==> config.mk <==
export PLATFORM = sky130hd
export DESIGN_NAME = sub6bit_serial_flat
export DESIGN_NICKNAME = d
export VERILOG_FILES = /design/src/rtl/sub6bit_serial_pkg.sv /design/src/rtl/sub6bit_serial_if.sv /design/src/rtl/sub6bit_serial_fsub1.sv /design/src/rtl/sub6bit_serial.sv /design/src/flat_wrapper.sv
export SDC_FILE = /design/constraint.sdc
export NUM_CORES = 1
export LEC_CHECK = 0
export CORE_ASPECT_RATIO = 0.9
export CORE_MARGIN = 1.5
export CORE_UTILIZATION = 48
export CTS_BUF_LIST = sky130_fd_sc_hd__clkbuf_4
export DETAILED_ROUTE_END_ITERATION = 6
export PLACE_DENSITY = 0.77
export SYNTH_ARGS = -nofsm -noshare
export SYNTH_HDL_FRONTEND = slang
export SYNTH_SLANG_ARGS = --single-unit
==> constraint.sdc <==
create_clock -name clk -period 1.15 [get_ports clk]
set_input_delay 0.23 -clock clk [delete_from_list [all_inputs] [get_ports clk]]
set_output_delay 0.23 -clock clk [all_outputs]
set_load 0.02 [all_outputs]
==> src/rtl/sub6bit_serial_pkg.sv <==
// Shared constants for the bit-serial subtractor: FSM encoding, default width,
// and the bit-counter width rule.
package sub6bit_serial_pkg;

    localparam int N_DEF = 6;

    typedef enum logic [1:0] {
        IDLE = 2'b00,
        RUN  = 2'b01,
        DONE = 2'b10
    } state_t;

    // A 1-bit operand still gets a 1-bit counter.
    function automatic int cnt_w(input int n);
        return (n > 1) ? $clog2(n) : 1;
    endfunction

endpackage

==> src/rtl/sub6bit_serial_if.sv <==
// Request/result bundle between a requester and the serial subtractor.
interface sub6bit_serial_if #(
    parameter int N = sub6bit_serial_pkg::N_DEF
);
    logic         start;
    logic [N-1:0] a;
    logic [N-1:0] b;
    logic         bin;
    logic [N-1:0] diff;
    logic         bout;
    logic         ovf;
    logic         busy;
    logic         done;

    modport master (
        output start, a, b, bin,
        input  diff, bout, ovf, busy, done
    );

    modport slave (
        input  start, a, b, bin,
        output diff, bout, ovf, busy, done
    );
endinterface

==> src/rtl/sub6bit_serial_fsub1.sv <==
// One-bit full subtractor used as the serial datapath slice.
module fsub1 (
    input  logic x,
    input  logic y,
    input  logic bi,
    output logic d,
    output logic bo
);
    assign d  = x ^ y ^ bi;
    assign bo = (~x & y) | (~(x ^ y) & bi);
endmodule

==> src/rtl/sub6bit_serial.sv <==
// Bit-serial N-bit subtractor: one bit per cycle LSB first, results are
// published only when the last bit completes (requires N >= 2).
module sub6bit_serial
    import sub6bit_serial_pkg::*;
#(
    parameter int N = N_DEF
) (
    input  logic             clk,
    input  logic             rst_n,
    sub6bit_serial_if.slave  bus
);
    localparam int CW = cnt_w(N);

    state_t        state, nstate;
    logic [CW-1:0] cnt;
    logic [N-1:0]  sa, sb, sd;
    logic          borrow;
    logic          amsb, bmsb;
    logic          load, step, last;
    logic          d_bit, bo_bit;
    logic [N-1:0]  diff_q;
    logic          bout_q, ovf_q;

    fsub1 u_fsub1 (
        .x  (sa[0]),
        .y  (sb[0]),
        .bi (borrow),
        .d  (d_bit),
        .bo (bo_bit)
    );

    always_ff @(posedge clk) begin
        if (!rst_n) state <= IDLE;
        else        state <= nstate;
    end

    always_comb begin
        nstate = state;
        load   = 1'b0;
        step   = 1'b0;
        last   = (cnt == CW'(N - 1));
        case (state)
            IDLE: begin
                if (bus.start) begin
                    load   = 1'b1;
                    nstate = RUN;
                end
            end
            RUN: begin
                step = 1'b1;
                if (last) nstate = DONE;
            end
            DONE: begin
                if (bus.start) begin
                    load   = 1'b1;
                    nstate = RUN;
                end else begin
                    nstate = IDLE;
                end
            end
            default: nstate = IDLE;
        endcase
    end

    // The working shift register sd is separate from diff_q so the visible
    // result never shows partial bits while a new operation runs.
    always_ff @(posedge clk) begin
        if (!rst_n) begin
            sa     <= '0;
            sb     <= '0;
            sd     <= '0;
            borrow <= 1'b0;
            cnt    <= '0;
            amsb   <= 1'b0;
            bmsb   <= 1'b0;
            diff_q <= '0;
            bout_q <= 1'b0;
            ovf_q  <= 1'b0;
        end else if (load) begin
            sa     <= bus.a;
            sb     <= bus.b;
            borrow <= bus.bin;
            cnt    <= '0;
            amsb   <= bus.a[N-1];
            bmsb   <= bus.b[N-1];
        end else if (step) begin
            sa     <= sa >> 1;
            sb     <= sb >> 1;
            borrow <= bo_bit;
            sd     <= {d_bit, sd[N-1:1]};
            if (last) begin
                diff_q <= {d_bit, sd[N-1:1]};
                bout_q <= bo_bit;
                ovf_q  <= (amsb != bmsb) && (d_bit != amsb);
            end else begin
                cnt <= cnt + CW'(1);
            end
        end
    end

    assign bus.diff = diff_q;
    assign bus.bout = bout_q;
    assign bus.ovf  = ovf_q;
    assign bus.busy = (state == RUN);
    assign bus.done = (state == DONE);

endmodule

==> src/flat_wrapper.sv <==
// flat-port wrapper written by rule: the top's interface ports become plain ports
module sub6bit_serial_flat import sub6bit_serial_pkg::*;
#(
    parameter int N = N_DEF
)
  (clk, rst_n, bus_start, bus_a, bus_b, bus_bin, bus_diff, bus_bout, bus_ovf, bus_busy, bus_done);
  sub6bit_serial_if #(.N(N)) bus_i ();
  input  logic clk;
  input  logic rst_n;
  input wire logic [$bits(bus_i.start)-1:0] bus_start;
  input wire logic [$bits(bus_i.a)-1:0] bus_a;
  input wire logic [$bits(bus_i.b)-1:0] bus_b;
  input wire logic [$bits(bus_i.bin)-1:0] bus_bin;
  output wire logic [$bits(bus_i.diff)-1:0] bus_diff;
  output wire logic [$bits(bus_i.bout)-1:0] bus_bout;
  output wire logic [$bits(bus_i.ovf)-1:0] bus_ovf;
  output wire logic [$bits(bus_i.busy)-1:0] bus_busy;
  output wire logic [$bits(bus_i.done)-1:0] bus_done;
  assign bus_i.start = bus_start;
  assign bus_i.a = bus_a;
  assign bus_i.b = bus_b;
  assign bus_i.bin = bus_bin;
  assign bus_diff = bus_i.diff;
  assign bus_bout = bus_i.bout;
  assign bus_ovf = bus_i.ovf;
  assign bus_busy = bus_i.busy;
  assign bus_done = bus_i.done;
  sub6bit_serial #(.N(N)) u_core (.clk(clk), .rst_n(rst_n), .bus(bus_i));
endmodule
==> results.json, run 1 <==
{
  "min_period_ps": 1310,
  "skew_ps": 6.26,
  "power_per_cell_area_mw_per_mm2": 1160,
  "syn_nets": 165,
  "dp_cells": 214,
  "fillers": 217,
  "ys_async_sr_fraction_pct": 0,
  "reg2reg_from": "u_core.cnt[1]$_SDFFE_PP0P_",
  "cts_root_buf": "clkbuf_4",
  "hold-path-cell-count": 2,
  "leakagePower_uw": 0.000719,
  "dp_hpwl_mm": 2.01,
  "slew_headroom_pct": 86.5,
  "grt_pass1_vias": 1127,
  "dieHeight_um": 54.3,
  "synthCells": 146,
  "wl_mm": 3.09,
  "cts_buffers": 5,
  "synth_area_mm2": 0.00140,
  "min_path_type": "reg -> reg",
  "setup_viol": 12,
  "core_area_mm2": 0.00277,
  "die_x_um": 60.0,
  "reg2reg_to": "u_core.bus.diff[4]$_SDFFE_PN0P_",
  "ir_drop_uv": 746,
  "critPathRequiredTime_ps": 1380,
  "worst_pin_slew_ps": 201,
  "start_kind": "register",
  "grt_pass1_wl_mm": 4.91,
  "synth_seq_area_share_pct": 47.1,
  "fin_cells": 222,
  "min_period_over_period_pct": 114,
  "antenna_cells": 0,
  "ys_warn_count": 0,
  "setup_ws_ps": -159,
  "grt_usage_pct": 20.9,
  "maxCapViolations": 0,
  "gp_congestion": 0.753,
  "holdBufCountCts": 0,
  "grt_max_degree": 24,
  "violations": "negative setup slack",
  "antenna_found_initial": 0,
  "final_nets": 202,
  "status": "complete, but fails checks",
  "cts_tree": "done",
  "insertion_delay_ps": 330,
  "vias": 1206,
  "r2r_setup_slack_ps": -160,
  "clk_path_buf_depth": 2,
  "initial_core_util_pct": 50.7,
  "crit_chain": "inv_2, ha_4, and4b_1, buf_12, mux2i_2, nor2b_1",
  "ys_ff_latch": 33,
  "crit_fanout": 11,
  "crit_path_top_delay_cell": "dfxtp_2",
  "ctsHtreeMaxLevel": 2,
  "timing.final.hold_violations": 0,
  "drv_slew": 0,
  "synth_edf_count": 0,
  "worst-setup-path-type": "reg -> reg",
  "vias_per_cell": 5.43,
  "die-area_mm2": 0.00326,
  "fmax_mhz": 764,
  "syn_to_final_growth_pct": 33.4,
  "drive_gt1_share_pct": 29.1,
  "hold_end": "u_core.sa[2]$_SDFFE_PN0P_",
  "endpoint_kind": "register",
  "worstPathArrival_ps": 1540,
  "drt_iter0_markers": 54,
  "ios": 26,
  "drtAntennaViolNets": 0,
  "cts.sinks": 33,
  "synth_cell_types": 31,
  "reg2reg_depth": 6,
  "tns_ps": -1190,
  "cts.clk_slew.worst_paths_ps": 100,
  "drc": 0,
  "rsz0062_at_grt": "yes",
  "hold_path_startpoint": "u_core.sa[2]$_SDFFE_PN0P_",
  "dr.pass1.iters": 4,
  "rows": 18,
  "portBuffers": 25,
  "slowest_delay_ps": 330,
  "ys.flop_type": "dfxtp_1",
  "avgSynthCellArea_um2": 9.62,
  "wl_per_cell_um": 13.9,
  "globalRouteOverflowTotal": 0
}
-- worst max path at each step --
stage / from / endpoint / slack [ps] / cells after the start
2_1_floorplan: u_core.cnt[1]$_SDFFE_PP0P_ / u_core.bus.diff[0]$_SDFFE_PN0P_ / -50 / 6
3_3_place_gp: bus_start / u_core.sb[2]$_SDFFE_PN0P_ / -240 / 5
4_1_cts: u_core.sb[0]$_SDFFE_PN0P_ / u_core.bus.ovf$_SDFFE_PN0P_ / -160 / 5
3_5_place_dp: bus_start / u_core.sb[4]$_SDFFE_PN0P_ / -300 / 5
6_report: u_core.cnt[1]$_SDFFE_PP0P_ / u_core.bus.diff[4]$_SDFFE_PN0P_ / -160 / 6
5_1_grt: u_core.cnt[1]$_SDFFE_PP0P_ / u_core.bus.diff[4]$_SDFFE_PN0P_ / -200 / 6
-- critical path, delay by kind of cell (launching register included) --
kind | cells | cell delay (ps)
buf+inv | 2 | 210
fa+ha+maj | 1 | 130
flops | 1 | 330
mux | 1 | 230
simple gates | 2 | 290
-- what timing repair did --
action                                  CTS  global route
cloned                                    0             1
buffers inserted                          0             1
pin swaps                                 8             6
gates resized for setup                  58            10
endpoints found under the setup margin   36            17
-- logic make-up after synthesis --
| family | share of synthesized area, % |
|---|---|
| AND/OR/NAND/NOR | 17.9 |
| AO/OA/AOI/OAI | 20.9 |
| flip-flops | 47.1 |
| buffers and inverters | 6.68 |
| multiplexers | 4.28 |
| adder cells (fa/ha/maj) | 3.21 |
-- cells in the final DEF, fill, tap and decap left out, types with 2 or more instances in the layout --
cell,n
dfxtp_1,26
clkbuf_4,5
buf_6,3
mux2i_1,5
o21a_1,2
inv_2,3
buf_4,12
a22oi_1,9
buf_2,7
nand2_1,17
o21ai_0,2
clkdlybuf4s50_1,15
a21boi_1,6
dfxtp_2,6
a21boi_0,14
nand3_1,13
nor2_1,2
nor2b_1,7
and4b_1,2
buf_12,2
-- area by class of cell --
type                       count  area, um2  area share, %
multi-input combinational     98        702           37.5
sequential                    33        672           35.9
timing repair buffer          41        389           20.8
tap                           40       50.0           2.67
clock buffer                   5       37.5           2.00
inverter                       4       17.5          0.935
clock inverter                 1       5.00          0.267
-- per-layer routing --
metal	global-route usage [%]	wire length (um)	up-vias
met1	25.1	1370	593
met5	0	0	-
met2	35.0	1540	29
li1	-	-	579
met4	7.04	44	0
met3	7.57	137	5
-- per-stage QoR --
step                utilization [%]  total power [uW]  area, um2  worst slack, ps  hold slack, ps
floorplan                         -              1430       1420            -45.8             385
global route                   67.6              2290       1870             -204             496
finish                         67.6              2180       1870             -159             472
detailed placement             63.6              1560       1760             -297             457
global placement               63.6              1550       1760             -239             449
CTS                            65.2              2160       1810             -157             469
-- state kept, by name, indices dropped and copies added (netlist names) --
register / count
u_core.amsb: 1
u_core.bus.diff: 6
u_core.sb: 6
u_core.cnt: 3
u_core.borrow: 1
u_core.state: 2
u_core.sd: 5
u_core.sa: 6
u_core.bus.bout: 1
u_core.bus.ovf: 1
u_core.bmsb: 1
-- cells in the mapped netlist, types with 2 or more instances --
library cell  number  area share (%)
a21boi_0          16             8.6
a21boi_1           4             2.1
a21oi_1            2            0.71
a22oi_1           10             5.3
and2_1             2            0.89
and4b_1            2             1.4
buf_4              5             2.7
buf_6              2             1.6
clkbuf_1           3            0.80
dfxtp_1           33              47
ha_1               2             1.8
inv_1              3            0.80
mux2i_1            6             4.3
nand2_1           17             4.5
nand2b_1           2            0.89
nand3_1           13             4.6
nor2_1             2            0.53
nor2b_1            7             3.1
o21a_1             2             1.1
o21ai_0            2            0.71
-- report_power, final --
part / switching (uW) / total, uW / internal (uW)
registers: 33.6 / 1230 / 1190
logic: 171 / 374 / 204
clock network: 368 / 579 / 212
total: 572 / 2180 / 1610
(Power assumes the default switching activity.)
==> run 2, diff against run 1 <==
- CORE_MARGIN: 1.5 -> unset
==> results.json, run 2 (synthesis results as in run 1) <==
{
  "cts_root_buf": "clkbuf_4",
  "skew_ps": 2.75,
  "dieHeight_um": 53.3,
  "hold_end": "u_core.bmsb$_SDFFE_PN0P_",
  "final_common_cell": "dfxtp_1",
  "cts.clk_slew.worst_paths_ps": 100,
  "worst_pin_slew_ps": 259,
  "drtAntennaViolNets": 0,
  "reg2reg_from": "u_core.cnt[1]$_SDFFE_PP0P_",
  "crit_path_top_delay_cell": "dfxtp_4",
  "min_path_type": "in -> reg",
  "reg2reg_to": "u_core.bus.diff[5]$_SDFFE_PN0P_",
  "worstPathArrival_ps": 1040,
  "crit_fanout": 5,
  "setup_ws_ps": -125,
  "die_x_um": 59.0,
  "final_cell_mix": "dfxtp_1 (27), nand2_1 (17), clkdlybuf4s50_1 (15)",
  "wl_per_cell_um": 13.7,
  "ctsHtreeMaxLevel": 2,
  "power_per_cell_area_mw_per_mm2": 1210,
  "r2r_setup_slack_ps": -120,
  "globalRouteOverflowTotal": 0,
  "antenna_cells": 0,
  "drv_slew": 0,
  "dp_hpwl_mm": 2.10,
  "clk_path_buf_depth": 2,
  "grt_max_degree": 24,
  "final_util_pct": 66.4,
  "worst-setup-path-type": "reg -> out",
  "p_total_uw": 2220,
  "start_kind": "register",
  "vias": 1160,
  "initial_core_util_pct": 50.7,
  "portBuffers": 25,
  "final_nets": 200,
  "ios": 26,
  "setup_viol": 12,
  "reg2reg_depth": 6,
  "critPathTopFamily": "flip-flops",
  "grt_pass1_wl_mm": 5.00,
  "slowest_delay_ps": 380,
  "regArea_um2": 671,
  "slew_headroom_pct": 82.5,
  "min_period_ps": 1270,
  "crit_chain": "and2b_1, buf_6",
  "violations": "negative setup slack",
  "dr.pass1.iters": 4,
  "ir_drop_uv": 913,
  "drive_gt1_share_pct": 28.0,
  "multi_input_area_um2": 696,
  "hold_ws_ps": 468,
  "cts_buffers": 5,
  "insertion_delay_ps": 340,
  "grt_usage_pct": 22.5,
  "fin_cells": 222,
  "die-area_mm2": 0.00315,
  "fmax_mhz": 784,
  "dp_cells": 212,
  "cts.sinks": 33,
  "leakagePower_uw": 0.000709,
  "grt_pass1_vias": 1151,
  "drt_iter0_markers": 51,
  "rows": 18,
  "hold-path-cell-count": 3,
  "hold_path_startpoint": "bus_b[5]",
  "gp_congestion": 0.744,
  "status": "complete, but fails checks",
  "vias_per_cell": 5.23,
  "cts_tree": "done",
  "wl_mm": 3.03,
  "critPathRequiredTime_ps": 920,
  "antenna_found_initial": 0,
  "rsz0062_at_grt": "yes",
  "endpoint_kind": "primary output",
  "fillers": 237,
  "cp_num_buf_inv": 1,
  "maxCapViolations": 0,
  "min_period_over_period_pct": 111,
  "drc": 0,
  "syn_to_final_growth_pct": 30.9,
  "timing.final.hold_violations": 0,
  "core_area_mm2": 0.00277
}
==> run 2: cell type report <==
| cell class | instances | area share [%] |
|---|---|---|
| Multi-Input combinational cell | 98 | 37.8 |
| Sequential cell | 33 | 36.5 |
| Timing Repair Buffer | 39 | 19.0 |
| Tap cell | 40 | 2.72 |
| Clock buffer | 6 | 2.45 |
| Inverter | 4 | 0.953 |
| Clock inverter | 2 | 0.545 |
==> run 2: worst register-to-register path, delay by kind of cell (launching register included) <==
family	cells	cell delay, ps
and+or+nand+nor	2	300
muxes	1	190
adders and majority gates	1	130
DFF	1	330
buffers and inverters	2	220
==> run 2: how the worst max path moves through the flow <==
stage	startpoint	to	slack [ps]	cells past startpoint
global placement	u_core.state[1]$_SDFFE_PN0P_	bus_busy	-220	3
floorplan	u_core.cnt[1]$_SDFFE_PP0P_	u_core.bus.diff[0]$_SDFFE_PN0P_	-50	6
CTS	u_core.state[0]$_SDFFE_PN0P_	bus_done	-140	2
global route	u_core.state[0]$_SDFFE_PN0P_	bus_done	-190	2
finish	u_core.state[0]$_SDFFE_PN0P_	bus_done	-120	2
detailed placement	bus_start	u_core.sa[5]$_SDFFE_PN0P_	-300	5
==> run 2: report_power, final <==
group | leakage, uW | switching (uW) | total [uW] | internal (uW)
Clock | 0.0000354 | 392 | 648 | 256
Sequential | 0.000271 | 33.7 | 1230 | 1190
Combinational | 0.000403 | 162 | 344 | 182
Total | 0.000709 | 588 | 2220 | 1630
==> run 2: per-stage QoR <==
stage / TNS [ps] / setup slack (ps) / instance area, um2
2_1_floorplan: -257 / -45.8 / 1420
3_3_place_gp: -4070 / -223 / 1750
3_5_place_dp: -5470 / -299 / 1750
4_1_cts: -1170 / -140 / 1820
5_1_grt: -2020 / -189 / 1840
6_report: -1120 / -125 / 1840
==> run 2: per-layer routing <==
layer	share of wire [%]	vias to the layer above	global-route usage (%)
met4	1.9	0	13.9
met2	49	25	40.2
met1	44	546	24.0
li1	-	582	-
met5	0	-	0
met3	4.2	7	5.38
==> run 2: repair_timing <==
item | CTS | global route
endpoints found under the setup margin | 36 | 27
gates cloned | 0 | 0
resized for setup | 59 | 6
pin swaps | 4 | 1
buffers inserted | 2 | 0
hold buffers | 0 | 0
==> run 3, diff against run 2 <==
- CORE_UTILIZATION: 48 -> 50
- TNS_END_PERCENT: unset -> 30
- clock period: 1.15 -> 1.54 ns (I/O delays scaled with it)
==> results.json, run 3 (synthesis results as in run 1) <==
{
  "status": "complete, but fails checks",
  "violations": "design-rule violations",
  "antenna_cells": 0,
  "final_area_mm2": 0.00173,
  "insertion_delay_ps": 330,
  "crit_chain": "and2b_1, clkdlybuf4s15_1",
  "worstPathArrival_ps": 1150,
  "grt_pass1_vias": 1032,
  "portBuffers": 25,
  "min_period_ps": 1460,
  "grt_usage_pct": 21.3,
  "regArea_um2": 662,
  "drive_gt1_share_pct": 9.66,
  "final_util_pct": 67.9,
  "ctsHtreeMaxLevel": 2,
  "ios": 26,
  "cp_num_buf_inv": 1,
  "power_per_cell_area_mw_per_mm2": 912,
  "cts_tree": "done",
  "globalRouteOverflowTotal": 0,
  "grt_max_degree": 24,
  "wl_per_cell_um": 13.8,
  "rsz0062_at_grt": "no",
  "cts.sinks": 33,
  "min_period_over_period_pct": 94.9,
  "slew_headroom_pct": 81.7,
  "final_cell_mix": "dfxtp_1 (32), nand2_1 (17), a21boi_0 (16)",
  "multi_input_area_um2": 649,
  "drc": 4,
  "dp_hpwl_mm": 1.94,
  "ir_drop_uv": 602,
  "gp_congestion": 0.705,
  "final_common_cell": "dfxtp_1",
  "drt_iter0_markers": 45,
  "critPathRequiredTime_ps": 1230,
  "crit_fanout": 5,
  "worst-setup-path-type": "reg -> out",
  "worst_pin_slew_ps": 274,
  "start_kind": "register",
  "p_total_uw": 1580,
  "crit_path_top_delay_cell": "dfxtp_2",
  "cts_root_buf": "clkbuf_4",
  "core_area_mm2": 0.00255,
  "dr.pass1.iters": 7,
  "clk_path_buf_depth": 2,
  "endpoint_kind": "primary output",
  "vias": 1165,
  "grt_pass1_wl_mm": 4.66,
  "tns_ps": 0,
  "fillers": 225,
  "timing.final.hold_violations": 0,
  "postCtsSetupBuffers": 0,
  "die-area_mm2": 0.00302,
  "min_path_type": "reg -> reg",
  "critPathTopFamily": "flip-flops",
  "cts.clk_slew.worst_paths_ps": 100,
  "setup_viol": 0,
  "rows": 17,
  "leakagePower_uw": 0.000681,
  "place_ws_ps": 72.9,
  "drv_slew": 0,
  "final_nets": 194,
  "skew_ps": 10.9,
  "maxCapViolations": 0,
  "wl_mm": 2.82,
  "initial_core_util_pct": 55.0,
  "slowest_delay_ps": 350,
  "drtAntennaViolNets": 0,
  "die_x_um": 57.9,
  "cts_buffers": 5,
  "fmax_mhz": 684,
  "syn_to_final_growth_pct": 23.5,
  "dieHeight_um": 52.3,
  "antenna_found_initial": 0,
  "post_dp_cell_area_mm2": 0.00170,
  "vias_per_cell": 5.71,
  "setup_ws_ps": 78.9
}
run 3: cell types whose count changed in the layout (fill, tap and decap cells not counted), moves of 4 or more:
| cell | before | now |
|---|---|---|
| buf_2 | 7 | 0 |
| buf_4 | 12 | 6 |
| dlygate4sd2_1 | 0 | 8 |
| dfxtp_1 | 27 | 32 |
| dfxtp_2 | 5 | 1 |
run 3: report_power, final:
part | internal [uW] | leakage [uW] | switching [uW] | total (uW)
registers | 889 | 0.000269 | 21.4 | 910
clock network | 165 | 0.0000300 | 286 | 451
logic | 111 | 0.000381 | 109 | 220
run 3: cell type report:
type,count,area share [%]
inverters,4,1.01
repair buffers,33,18.5
clock buffers,5,2.16
well taps,28,2.02
multi-input cells,98,37.4
flip-flops and latches,33,38.2
clock inverters,3,0.722
run 3: per-layer routing:
metal	share of wire [%]	GRT usage (%)	up-vias
li1	-	-	571
met1	44	26.4	547
met2	47	33.5	42
met3	7.1	7.65	5
met4	1.5	9.13	0
met5	0	0	-
run 3: path summary, 6_finish.rpt:
| path | startpoint | endpoint | slack, ps | depth (start not counted) |
|---|---|---|---|---|
| min reg2reg | u_core.sd[1]$_SDFFE_PN0P_ | u_core.sd[1]$_SDFFE_PN0P_ | 470 | 2 |
| max reg2reg | u_core.sb[0]$_SDFFE_PN0P_ | u_core.bus.ovf$_SDFFE_PN0P_ | 210 | 5 |
| max | u_core.state[0]$_SDFFE_PN0P_ | bus_done | 80 | 2 |
| min | u_core.sd[1]$_SDFFE_PN0P_ | u_core.sd[1]$_SDFFE_PN0P_ | 470 | 2 |
run 3: per-stage QoR:
step	hold slack (ps)	cells
floorplan	443	146
global placement	451	196
detailed placement	466	196
CTS	484	204
global route	501	204
finish	475	204
run 3: timing repair:
action	4_1_cts	5_1_grt
hold buffers	0	0
gates resized for setup	12	2
setup endpoints to repair	10	2
run 3: worst register-to-register path: stages, from the launching register on:
cell     delay [ps]
dfxtp_1         350
inv_1            60
fa_1            530
nor2_1          130
nand2_1          60
a31oi_1         150
